===== config.mk =====
export PLATFORM = sky130hd
export DESIGN_NAME = alu_decoder_md_seq
export DESIGN_NICKNAME = d
export VERILOG_FILES = /design/src/rtl/alu_pkg.sv /design/src/rtl/alu_ctrl_comb.sv /design/src/rtl/alu_decoder_md_seq.sv
export SDC_FILE = /design/constraint.sdc
export NUM_CORES = 1
export LEC_CHECK = 0
export BUFFER_PORTS_ARGS = -buffer_cell sky130_fd_sc_hd__buf_4
export CORE_ASPECT_RATIO = 1.75
export CORE_MARGIN = 1.5
export CORE_UTILIZATION = 41
export CTS_CLUSTER_DIAMETER = 40
export DETAILED_ROUTE_END_ITERATION = 10
export PLACE_DENSITY = 0.71
export SETUP_SLACK_MARGIN = 0.02
export SYNTH_ARGS = -nofsm -noshare
export SYNTH_HDL_FRONTEND = slang
export SYNTH_SLANG_ARGS = --single-unit

===== constraint.sdc =====
create_clock -name clk -period 1.6 [get_ports clk]
set_clock_uncertainty 0.05 [all_clocks]
set_input_delay 0.16 -clock clk [delete_from_list [all_inputs] [get_ports clk]]
set_output_delay 0.16 -clock clk [all_outputs]
set_load 0.02 [all_outputs]

===== src/rtl/alu_pkg.sv =====
// Shared constants and types for the registered ALU decoder with M-extension sequencing.
// Holds ALU control codes, ALU_Op and funct7 encodings, the FSM state enum and
// the packed decode record passed from the combinational decoder to the top.
package alu_pkg;

  // ALU control codes (4-bit core, zero-extended at the top when CTRL_W > 4)
  localparam logic [3:0] ALU_ADD  = 4'd0;
  localparam logic [3:0] ALU_SUB  = 4'd1;
  localparam logic [3:0] ALU_AND  = 4'd2;
  localparam logic [3:0] ALU_OR   = 4'd3;
  localparam logic [3:0] ALU_XOR  = 4'd4;
  localparam logic [3:0] ALU_SLT  = 4'd5;
  localparam logic [3:0] ALU_SLTU = 4'd6;
  localparam logic [3:0] ALU_SLL  = 4'd7;
  localparam logic [3:0] ALU_SRL  = 4'd8;
  localparam logic [3:0] ALU_SRA  = 4'd9;

  // ALU_Op encodings from the main decoder
  localparam logic [1:0] ALUOP_MEM = 2'b00;  // load/store address add
  localparam logic [1:0] ALUOP_BR  = 2'b01;  // branch compare subtract
  localparam logic [1:0] ALUOP_RI  = 2'b10;  // R-type / I-type arithmetic
  localparam logic [1:0] ALUOP_RSV = 2'b11;  // reserved

  // funct7 encodings
  localparam logic [6:0] F7_BASE = 7'b0000000;
  localparam logic [6:0] F7_ALT  = 7'b0100000;
  localparam logic [6:0] F7_MD   = 7'b0000001;

  typedef enum logic [1:0] {
    ST_IDLE = 2'd0,
    ST_BUSY = 2'd1,
    ST_DONE = 2'd2
  } state_t;

  // One decoded instruction: ALU code, mul/div select and op, illegal flag
  typedef struct packed {
    logic [3:0] code;
    logic       md_sel;
    logic [2:0] md_op;
    logic       illegal;
  } dec_t;

endpackage


===== src/rtl/alu_ctrl_comb.sv =====
// Purely combinational ALU/M-extension decode of ALU_Op, OP5, funct7, funct3.
// Latency: 0 cycles (combinational). Backpressure: none, pure function of inputs.
// Ports: ALU_Op/OP5/funct7/funct3 in; dec (code, md_sel, md_op, illegal) out.
module alu_ctrl_comb
  import alu_pkg::*;
#(
  parameter int MD_EN = 1
) (
  input  logic [1:0] ALU_Op,
  input  logic       OP5,
  input  logic [6:0] funct7,
  input  logic [2:0] funct3,
  output dec_t       dec
);

  localparam bit MdOn = (MD_EN != 0);

  logic is_md;
  logic rtype_ok;
  logic itype_bad;

  always_comb begin
    dec       = '0;
    is_md     = MdOn & OP5 & (funct7 == F7_MD);
    // R-type: only the base encoding, the SUB/SRA alternate, or M ops when enabled
    rtype_ok  = (funct7 == F7_BASE) ||
                ((funct7 == F7_ALT) && ((funct3 == 3'b000) || (funct3 == 3'b101))) ||
                is_md;
    // I-type: funct7 is immediate except for shifts, where it carries the shift kind
    itype_bad = ((funct3 == 3'b001) && (funct7 != F7_BASE)) ||
                ((funct3 == 3'b101) && (funct7 != F7_BASE) && (funct7 != F7_ALT));

    unique case (ALU_Op)
      ALUOP_MEM: dec.code = ALU_ADD;
      ALUOP_BR:  dec.code = ALU_SUB;
      ALUOP_RSV: begin
        dec.code    = ALU_ADD;
        dec.illegal = 1'b1;
      end
      default: begin
        // funct7-based legality only means something for arithmetic ops
        dec.illegal = OP5 ? ~rtype_ok : itype_bad;
        if (is_md) begin
          dec.code   = ALU_ADD;
          dec.md_sel = 1'b1;
          dec.md_op  = funct3;
        end else begin
          case (funct3)
            3'b000: dec.code = (OP5 && (funct7 == F7_ALT)) ? ALU_SUB : ALU_ADD;
            3'b001: dec.code = ALU_SLL;
            3'b010: dec.code = ALU_SLT;
            3'b011: dec.code = ALU_SLTU;
            3'b100: dec.code = ALU_XOR;
            3'b101: dec.code = funct7[5] ? ALU_SRA : ALU_SRL;
            3'b110: dec.code = ALU_OR;
            default: dec.code = ALU_AND;
          endcase
        end
      end
    endcase
  end

endmodule


===== src/rtl/alu_decoder_md_seq.sv =====
// Registered ALU decoder with M-extension sequencing and a one-entry valid/ready output stage.
// Latency: 1 cycle for ALU ops; M ops add MUL_LAT/DIV_LAT BUSY cycles after the md_start pulse.
// Backpressure: in_ready low while BUSY; in DONE in_ready follows out_ready so a release can accept back-to-back.
// Ports: clk, rst_n (sync, active-low); in_valid/in_ready + ALU_Op/OP5/funct7/funct3 request;
//        out_valid/out_ready + alu_ctrl/md_sel/md_op/illegal result; md_start pulse; busy status.
module alu_decoder_md_seq
  import alu_pkg::*;
#(
  parameter int CTRL_W  = 4,
  parameter int MD_EN   = 1,
  parameter int MUL_LAT = 2,
  parameter int DIV_LAT = 32,
  parameter int CNT_W   = 6
) (
  input  logic              clk,
  input  logic              rst_n,
  input  logic              in_valid,
  output logic              in_ready,
  input  logic [1:0]        ALU_Op,
  input  logic              OP5,
  input  logic [6:0]        funct7,
  input  logic [2:0]        funct3,
  output logic              out_valid,
  input  logic              out_ready,
  output logic [CTRL_W-1:0] alu_ctrl,
  output logic              md_sel,
  output logic [2:0]        md_op,
  output logic              md_start,
  output logic              illegal,
  output logic              busy
);

  // Counter load values: BUSY lasts exactly LAT cycles, exiting when cnt reaches 0
  localparam logic [CNT_W-1:0] MUL_LAST = CNT_W'(MUL_LAT - 1);
  localparam logic [CNT_W-1:0] DIV_LAST = CNT_W'(DIV_LAT - 1);
  localparam logic [CNT_W-1:0] CNT_ONE  = CNT_W'(1);

  state_t           state;
  state_t           state_nxt;
  logic [CNT_W-1:0] cnt;
  dec_t             dec_new;
  dec_t             dec_q;
  logic             md_start_q;
  logic             accept;

  alu_ctrl_comb #(
    .MD_EN (MD_EN)
  ) u_ctrl_comb (
    .ALU_Op (ALU_Op),
    .OP5    (OP5),
    .funct7 (funct7),
    .funct3 (funct3),
    .dec    (dec_new)
  );

  assign accept = in_valid & in_ready;

  // State register
  always_ff @(posedge clk) begin
    if (!rst_n) begin
      state <= ST_IDLE;
    end else begin
      state <= state_nxt;
    end
  end

  // Next-state logic
  always_comb begin
    state_nxt = state;
    unique case (state)
      ST_IDLE: begin
        if (accept) state_nxt = dec_new.md_sel ? ST_BUSY : ST_DONE;
      end
      ST_BUSY: begin
        if (cnt == '0) state_nxt = ST_DONE;
      end
      ST_DONE: begin
        // A new accept replaces the released result with no bubble
        if (accept)         state_nxt = dec_new.md_sel ? ST_BUSY : ST_DONE;
        else if (out_ready) state_nxt = ST_IDLE;
      end
      default: state_nxt = ST_IDLE;
    endcase
  end

  // State-decoded outputs
  always_comb begin
    in_ready  = 1'b0;
    out_valid = 1'b0;
    busy      = 1'b0;
    unique case (state)
      ST_IDLE: in_ready = 1'b1;
      ST_BUSY: busy     = 1'b1;
      ST_DONE: begin
        out_valid = 1'b1;
        in_ready  = out_ready;
      end
      default: ;
    endcase
  end

  // Result register, latency counter and md_start pulse.
  // md_start_q is only set on the edge that accepts an M op, so it is high in the
  // first BUSY cycle and never in DONE.
  always_ff @(posedge clk) begin
    if (!rst_n) begin
      dec_q      <= '0;
      cnt        <= '0;
      md_start_q <= 1'b0;
    end else begin
      md_start_q <= accept & dec_new.md_sel;
      if (accept) begin
        dec_q <= dec_new;
        if (dec_new.md_sel) cnt <= dec_new.md_op[2] ? DIV_LAST : MUL_LAST;
        else                cnt <= '0;
      end else if ((state == ST_BUSY) && (cnt != '0)) begin
        cnt <= cnt - CNT_ONE;
      end
    end
  end

  assign alu_ctrl = CTRL_W'(dec_q.code);
  assign md_sel   = dec_q.md_sel;
  assign md_op    = dec_q.md_op;
  assign illegal  = dec_q.illegal;
  assign md_start = md_start_q;

endmodule


==> results of run 1 <==
[power by group through the flow]
stage | Sequential (W) | Combinational (W) | Clock [W]
6_report | 0.000465 | 0.000182 | 0.000374
5_1_grt | 0.000466 | 0.000199 | 0.000397
4_1_cts | 0.000465 | 0.000178 | 0.000380
3_5_place_dp | 0.000475 | 0.000173 | 0
3_3_place_gp | 0.000475 | 0.000171 | 0
2_1_floorplan | 0.000483 | 0.0000779 | 0
[cells in the mapped netlist (2+ instances only)]
master | number | area, um^2
and3_1 | 3 | 18.8
dfxtp_1 | 18 | 360
o2bb2ai_1 | 4 | 35.0
a21o_1 | 2 | 15.0
o21ai_0 | 4 | 20.0
nand2b_1 | 4 | 25.0
nor2_1 | 5 | 18.8
a21o_2 | 2 | 17.5
xnor2_1 | 3 | 26.3
inv_1 | 6 | 22.5
ha_1 | 2 | 25.0
and2_1 | 2 | 12.5
a22o_1 | 2 | 17.5
nor3_1 | 2 | 10.0
o31ai_1 | 2 | 15.0
nor2b_1 | 8 | 50.1
nand2_1 | 4 | 15.0
o31a_1 | 2 | 17.5
clkbuf_1 | 3 | 11.3
a21boi_0 | 2 | 15.0
o211ai_1 | 2 | 15.0
a21oi_1 | 5 | 25.0
nand3_1 | 2 | 10.0
nand3b_1 | 3 | 22.5
[repair_timing]
item	CTS	global route
gates resized for setup	6	8
hold buffers	0	0
pin swaps	2	1
setup endpoints to repair	2	7
[path summary, 6_finish.rpt]
| check | endpoint | slack (ns) | cells after the start |
|---|---|---|---|
| setup / recovery | cnt[2] | 0.10 | 6 |
| hold / removal | illegal | 0.15 | 3 |
| setup reg to reg | cnt[2] | 0.10 | 6 |
| hold reg to reg | alu_ctrl[1] | 0.42 | 1 |
[registers in the layout (all words and copies together), names as in the netlist]
name,count
md_start,1
cnt,6
md_op,3
state,2
md_sel,1
alu_ctrl,4
illegal,1
[final cells by class]
| cell class | count | area [um^2] | area share |
|---|---|---|---|
| Sequential cell | 18 | 362 | 0.256 |
| Clock buffer | 4 | 55.1 | 0.0390 |
| Multi-Input combinational cell | 82 | 639 | 0.453 |
| Timing Repair Buffer | 40 | 300 | 0.213 |
| Inverter | 6 | 22.5 | 0.0160 |
| Tap cell | 25 | 31.3 | 0.0222 |
[metrics by stage]
stage                     utilization  hold WS (ns)
after floorplan                     -         0.236
after global placement          0.571         0.400
after detailed placement        0.571         0.403
after CTS                       0.602         0.155
after global routing            0.613         0.174
final                           0.613         0.153
[worst reg2reg max path, delay by kind of cell, from the launching register on]
kind | cells | cell delay (ns)
AND/OR/NAND/NOR | 1 | 0.37
AO/OA/AOI/OAI | 3 | 0.45
buffers and inverters | 1 | 0.07
flip-flops | 1 | 0.32
adder cells (fa/ha/maj) | 1 | 0.13
[cell families (layout without fill, tap and decap cells)]
logic type | after synthesis | count (layout) | synth area share
buf+inv | 10 | 50 | 0.0448
compound gates | 35 | 35 | 0.268
mux | 1 | 1 | 0.00996
simple gates | 41 | 41 | 0.268
fa+ha+maj | 2 | 2 | 0.0249
flops | 18 | 18 | 0.359
xor+xnor | 3 | 3 | 0.0262
[routing by layer]
metal / wire length [um] / global-route usage / vias up
met3: 83 / 0.0390 / 6
met5: 0 / 0 / -
met4: 64 / 0.142 / 0
li1: - / - / 493
met1: 944 / 0.206 / 475
met2: 1410 / 0.393 / 25
==> results.py, run 1 <==
metrics = {
    "outcome": {
        "outcome": "complete, no violations",
    },
    "cts": {
        "clock-sinks": 18,
        "clk_pin_slew_ns": 0.07,
        "cts_tree": "built",
        "numCtsBuffers": 3,
        "cts_setup_buffers": 0,
        "clockBufferDepth": 2,
        "htree_num_levels": 1,
        "clk_latency_ns": 0.25,
        "cts-root-buf": "clkbuf_8",
    },
    "placed_design": {
        "gp_congestion": 0.791,
        "dpl_cell_area_um2": 1310,
        "dp.cells": 171,
        "pre_cts_slack_ns": -0.177,
        "dp_hpwl_mm": 1.96,
        "io_buffers": 29,
    },
    "min_path": {
        "hold_path.startpoint": "ALU_Op[1]",
        "min_path_type": "in2reg",
    },
    "synthesis": {
        "yosys_most_used_dff": "dfxtp_1",
        "avgSynthCellArea_um2": 9.13,
        "seq_area_frac_synth": 0.359,
        "syn_inst": 110,
        "synth_cell_types": 42,
        "ys_ff_latch": 18,
        "synthArstFlopShare": 0,
        "syn_area_um2": 1000,
        "synth_edf_count": 0,
        "syn_nets": 129,
        "yosys_warnings": 0,
    },
    "sta": {
        "period_needed_ns": 1.50,
        "worstMarginPinSlew_ns": 0.466,
        "tns_ns": 0,
        "relSlewSlack": 0.689,
        "setup_viol": 0,
        "hold_viol": 0,
        "fin_ws_ns": 0.101,
        "fmax_mhz": 667,
        "rsz0062_at_grt": "false",
        "drv_slew": 0,
        "period_share": 0.937,
    },
    "floorplan": {
        "die_x_um": 40.4,
        "die_h_um": 68.5,
        "fp.dieArea_um2": 2770,
        "rows": 23,
        "core_area_um2": 2300,
        "io_pins": 30,
        "start_util": 0.436,
    },
    "worst_setup_path": {
        "path_cells": "inv_2 -> ha_4 -> or3b_4 -> o21a_1 -> o31ai_2 -> a21oi_1",
        "end_kind": "register",
        "cp-start-kind": "register",
        "cp_top_family": "compound AO/OA/AOI/OAI gates",
        "crit_type": "reg2reg",
        "slowest_stage": "or3b_4",
        "timing.rr.start": "cnt[1]",
        "critical_path_required_ns": 1.69,
        "critPathMaxFanout": 2,
        "critPathLaunch": "cnt[1]",
        "cp.arrival_ns": 1.59,
        "path_buf_inv": 1,
        "critPathMaxStageDelay_ns": 0.37,
    },
    "global_route": {
        "grt_max_degree": 13,
        "antenna_found_initial": 0,
        "grt_use_total": 0.218,
        "grt_overflow": 0,
        "grt_pass1_vias": 997,
        "grt_pass1_wl_mm": 4.11,
    },
    "job": {
        "drv_cap": 0,
    },
    "power_and_ir_drop": {
        "vdd_drop_max_mv": 0.525,
        "powerDensity_nw_per_um2": 724,
        "cellInternalPower_w": 0.000771,
        "p_leak_nw": 0.604,
        "netSwitchingPower_w": 0.000250,
        "power.share.clock": 0.367,
        "p_sw_frac": 0.245,
        "comb_power_share": 0.178,
        "p_total_w": 0.00102,
        "seqPwrFrac": 0.456,
    },
    "detailed_routing": {
        "drt_iter0_markers": 16,
        "drt-pass1-iter-count": 4,
        "ant_nets": 0,
        "wl_per_cell_um": 14.3,
        "drt_wl_total_mm": 2.51,
        "route.detailed.drc": 0,
        "vias": 999,
        "avgViaCountPerCell": 5.71,
    },
    "final_layout": {
        "final_common_cell": "buf_4",
        "fin_cells": 175,
        "drive_gt1_frac": 0.413,
        "nFillCells": 209,
        "finalInstanceArea_um2": 1410,
        "nNetsFinal": 170,
        "area_growth_syn_to_layout_pct": 40.3,
        "layout_common_cells": "40 x buf_4, 17 x dfxtp_1, 7 x nor2b_1, 5 x nor2_1",
        "num_antenna_cells": 0,
    },
}
Power figures use the tool's default switching activity.
==> run 2, diff against run 1 <==
--- a/config.mk
+++ b/config.mk
@@ -6,12 +6,13 @@
 export NUM_CORES = 1
 export LEC_CHECK = 0
 export BUFFER_PORTS_ARGS = -buffer_cell sky130_fd_sc_hd__buf_4
+export CAP_MARGIN = 20
 export CORE_ASPECT_RATIO = 1.75
 export CORE_MARGIN = 1.5
 export CORE_UTILIZATION = 41
 export CTS_CLUSTER_DIAMETER = 40
 export DETAILED_ROUTE_END_ITERATION = 10
-export PLACE_DENSITY = 0.71
+export PLACE_DENSITY = 0.69
 export SETUP_SLACK_MARGIN = 0.02
 export SYNTH_ARGS = -nofsm -noshare
 export SYNTH_HDL_FRONTEND = slang
==> constraint.sdc (replaced) <==
create_clock -name clk -period 1.5 [get_ports clk]
set_clock_uncertainty 0.05 [all_clocks]
set_input_delay 0.15 -clock clk [delete_from_list [all_inputs] [get_ports clk]]
set_output_delay 0.15 -clock clk [all_outputs]
set_load 0.02 [all_outputs]
==> run 2 against run 1 <==
Non-clock buffer count up 5. Flip-flop and latch count unchanged. Design area up 3.5%. Worst hold slack got worse by 0.0039 ns. Routed wire length grew 5.4%. Core utilization increased by 2.2 points. Worst setup slack worse by 0.090 ns. Die area stayed put. First-iteration DRC count rose by 44%. Critical path depth stayed put. Fmax grew 0.69%. Critical endpoint unchanged. Largest power group unchanged.
==> results.py, run 2 (same netlist as run 1, synthesis figures left out) <==
metrics = {
    "outcome": {
        "outcome": "complete, no violations",
    },
    "worst_setup_path": {
        "path_buf_inv": 1,
        "critPathMaxFanout": 2,
        "crit_type": "reg2reg",
        "cp_top_family": "compound AO/OA/AOI/OAI gates",
        "slowest_stage": "or3b_4",
        "path_cells": "inv_2 -> ha_4 -> or3b_4 -> o21a_1 -> o31ai_2 -> a21oi_1",
        "end_kind": "register",
        "critPathMaxStageDelay_ns": 0.37,
        "cp-start-kind": "register",
        "cp.arrival_ns": 1.58,
        "critical_path_required_ns": 1.59,
    },
    "cts": {
        "clk_pin_slew_ns": 0.07,
        "cts-root-buf": "clkbuf_8",
        "clk_latency_ns": 0.25,
        "numCtsBuffers": 3,
        "clock-sinks": 18,
        "htree_num_levels": 1,
        "clockBufferDepth": 2,
        "cts_hold_buf": 0,
        "cts_tree": "built",
    },
    "detailed_routing": {
        "vias": 1013,
        "wl_per_cell_um": 14.7,
        "drt_wl_total_mm": 2.64,
        "route.detailed.drc": 0,
        "drt-pass1-iter-count": 4,
        "ant_nets": 0,
        "avgViaCountPerCell": 5.63,
        "drt_iter0_markers": 23,
    },
    "floorplan": {
        "rows": 23,
        "core_area_um2": 2300,
        "die_x_um": 40.4,
        "die_h_um": 68.5,
        "io_pins": 30,
        "start_util": 0.436,
        "fp.dieArea_um2": 2770,
    },
    "final_layout": {
        "largest_reg_flops": 6,
        "area_growth_syn_to_layout_pct": 45.3,
        "layout_common_cells": "45 x buf_4, 16 x dfxtp_1, 7 x nor2b_1, 5 x nor2_1, 5 x a21oi_1",
        "drive_gt1_frac": 0.439,
        "final_common_cell": "buf_4",
        "nFillCells": 215,
        "largest-register": "cnt",
        "nNetsFinal": 175,
        "num_antenna_cells": 0,
    },
    "power_and_ir_drop": {
        "powerDensity_nw_per_um2": 748,
        "p_leak_nw": 0.628,
        "p_total_w": 0.00109,
        "vdd_drop_max_mv": 0.637,
    },
    "min_path": {
        "min_path_type": "in2reg",
    },
    "job": {
        "drv_cap": 0,
    },
    "placed_design": {
        "gp_congestion": 0.718,
        "dp_hpwl_mm": 2.09,
        "io_buffers": 29,
    },
    "sta": {
        "hold_viol": 0,
        "setup_viol": 0,
        "drv_slew": 0,
        "fmax_mhz": 672,
        "worstMarginPinSlew_ns": 0.507,
        "period_share": 0.993,
        "rsz0062_at_grt": "true",
        "tns_ns": 0,
        "period_needed_ns": 1.49,
        "relSlewSlack": 0.653,
    },
    "global_route": {
        "grt_pass1_wl_mm": 3.95,
        "antenna_found_initial": 0,
        "grt_max_degree": 13,
        "grt_pass1_vias": 984,
        "top_usage_layer": "met2",
        "grt_use_met2": 0.405,
        "grt_overflow": 0,
        "grt_use_total": 0.209,
        "use_met3": 0.0227,
        "met1_usage": 0.188,
    },
}
[run 2: area by class of cell]
type | instances | area [um^2] | area share
clock buffer | 4 | 55.1 | 0.0377
inverter | 6 | 22.5 | 0.0154
multi-input combinational | 82 | 651 | 0.446
sequential | 18 | 363 | 0.249
tap | 25 | 31.3 | 0.0214
timing repair buffer | 45 | 338 | 0.231
[run 2: final timing paths]
kind | startpoint | to | slack [ns] | cells past startpoint
worst min-delay path | ALU_Op[1] | illegal | 0.15 | 3
worst max-delay path | cnt[0] | cnt[2] | 0.01 | 6
worst min register to register | alu_ctrl[1] | alu_ctrl[1] | 0.42 | 1
worst max register to register | cnt[0] | cnt[2] | 0.01 | 6
[run 2: per-stage QoR]
| step | worst slack, ns | instances | hold slack, ns | util | instance area (um^2) |
|---|---|---|---|---|---|
| 2_1_floorplan | -0.0194 | 110 | 0.222 | - | 1010 |
| 3_3_place_gp | -0.216 | 175 | 0.398 | 0.585 | 1350 |
| 3_5_place_dp | -0.260 | 175 | 0.402 | 0.585 | 1350 |
| 4_1_cts | -0.0136 | 179 | 0.149 | 0.616 | 1420 |
| 5_1_grt | -0.0760 | 180 | 0.161 | 0.634 | 1460 |
| 6_report | 0.0111 | 180 | 0.149 | 0.634 | 1460 |
[run 2: routing by layer]
metal,routed length [um],vias to the layer above
li1,-,500
met4,53,0
met3,69,6
met5,0,-
met1,939,483
met2,1580,24
[run 2: worst reg2reg max path: stages, from the launching register on]
cell	delay (ns)
dfxtp_2	0.33
inv_2	0.07
ha_4	0.12
or3b_4	0.37
o21a_1	0.20
o31ai_2	0.17
a21oi_1	0.07
[run 2: repair_timing]
action | 4_1_cts | 5_1_grt
pin swaps | 3 | 0
setup buffers | 0 | 1
resized for setup | 7 | 8
endpoints found under the setup margin | 7 | 12
[run 2: where the power goes]
part           switching [W]  internal (W)  leakage [nW]
Clock               0.000161      0.000233        0.0288
Sequential        0.00000653      0.000490         0.147
Combinational      0.0000968      0.000106         0.452
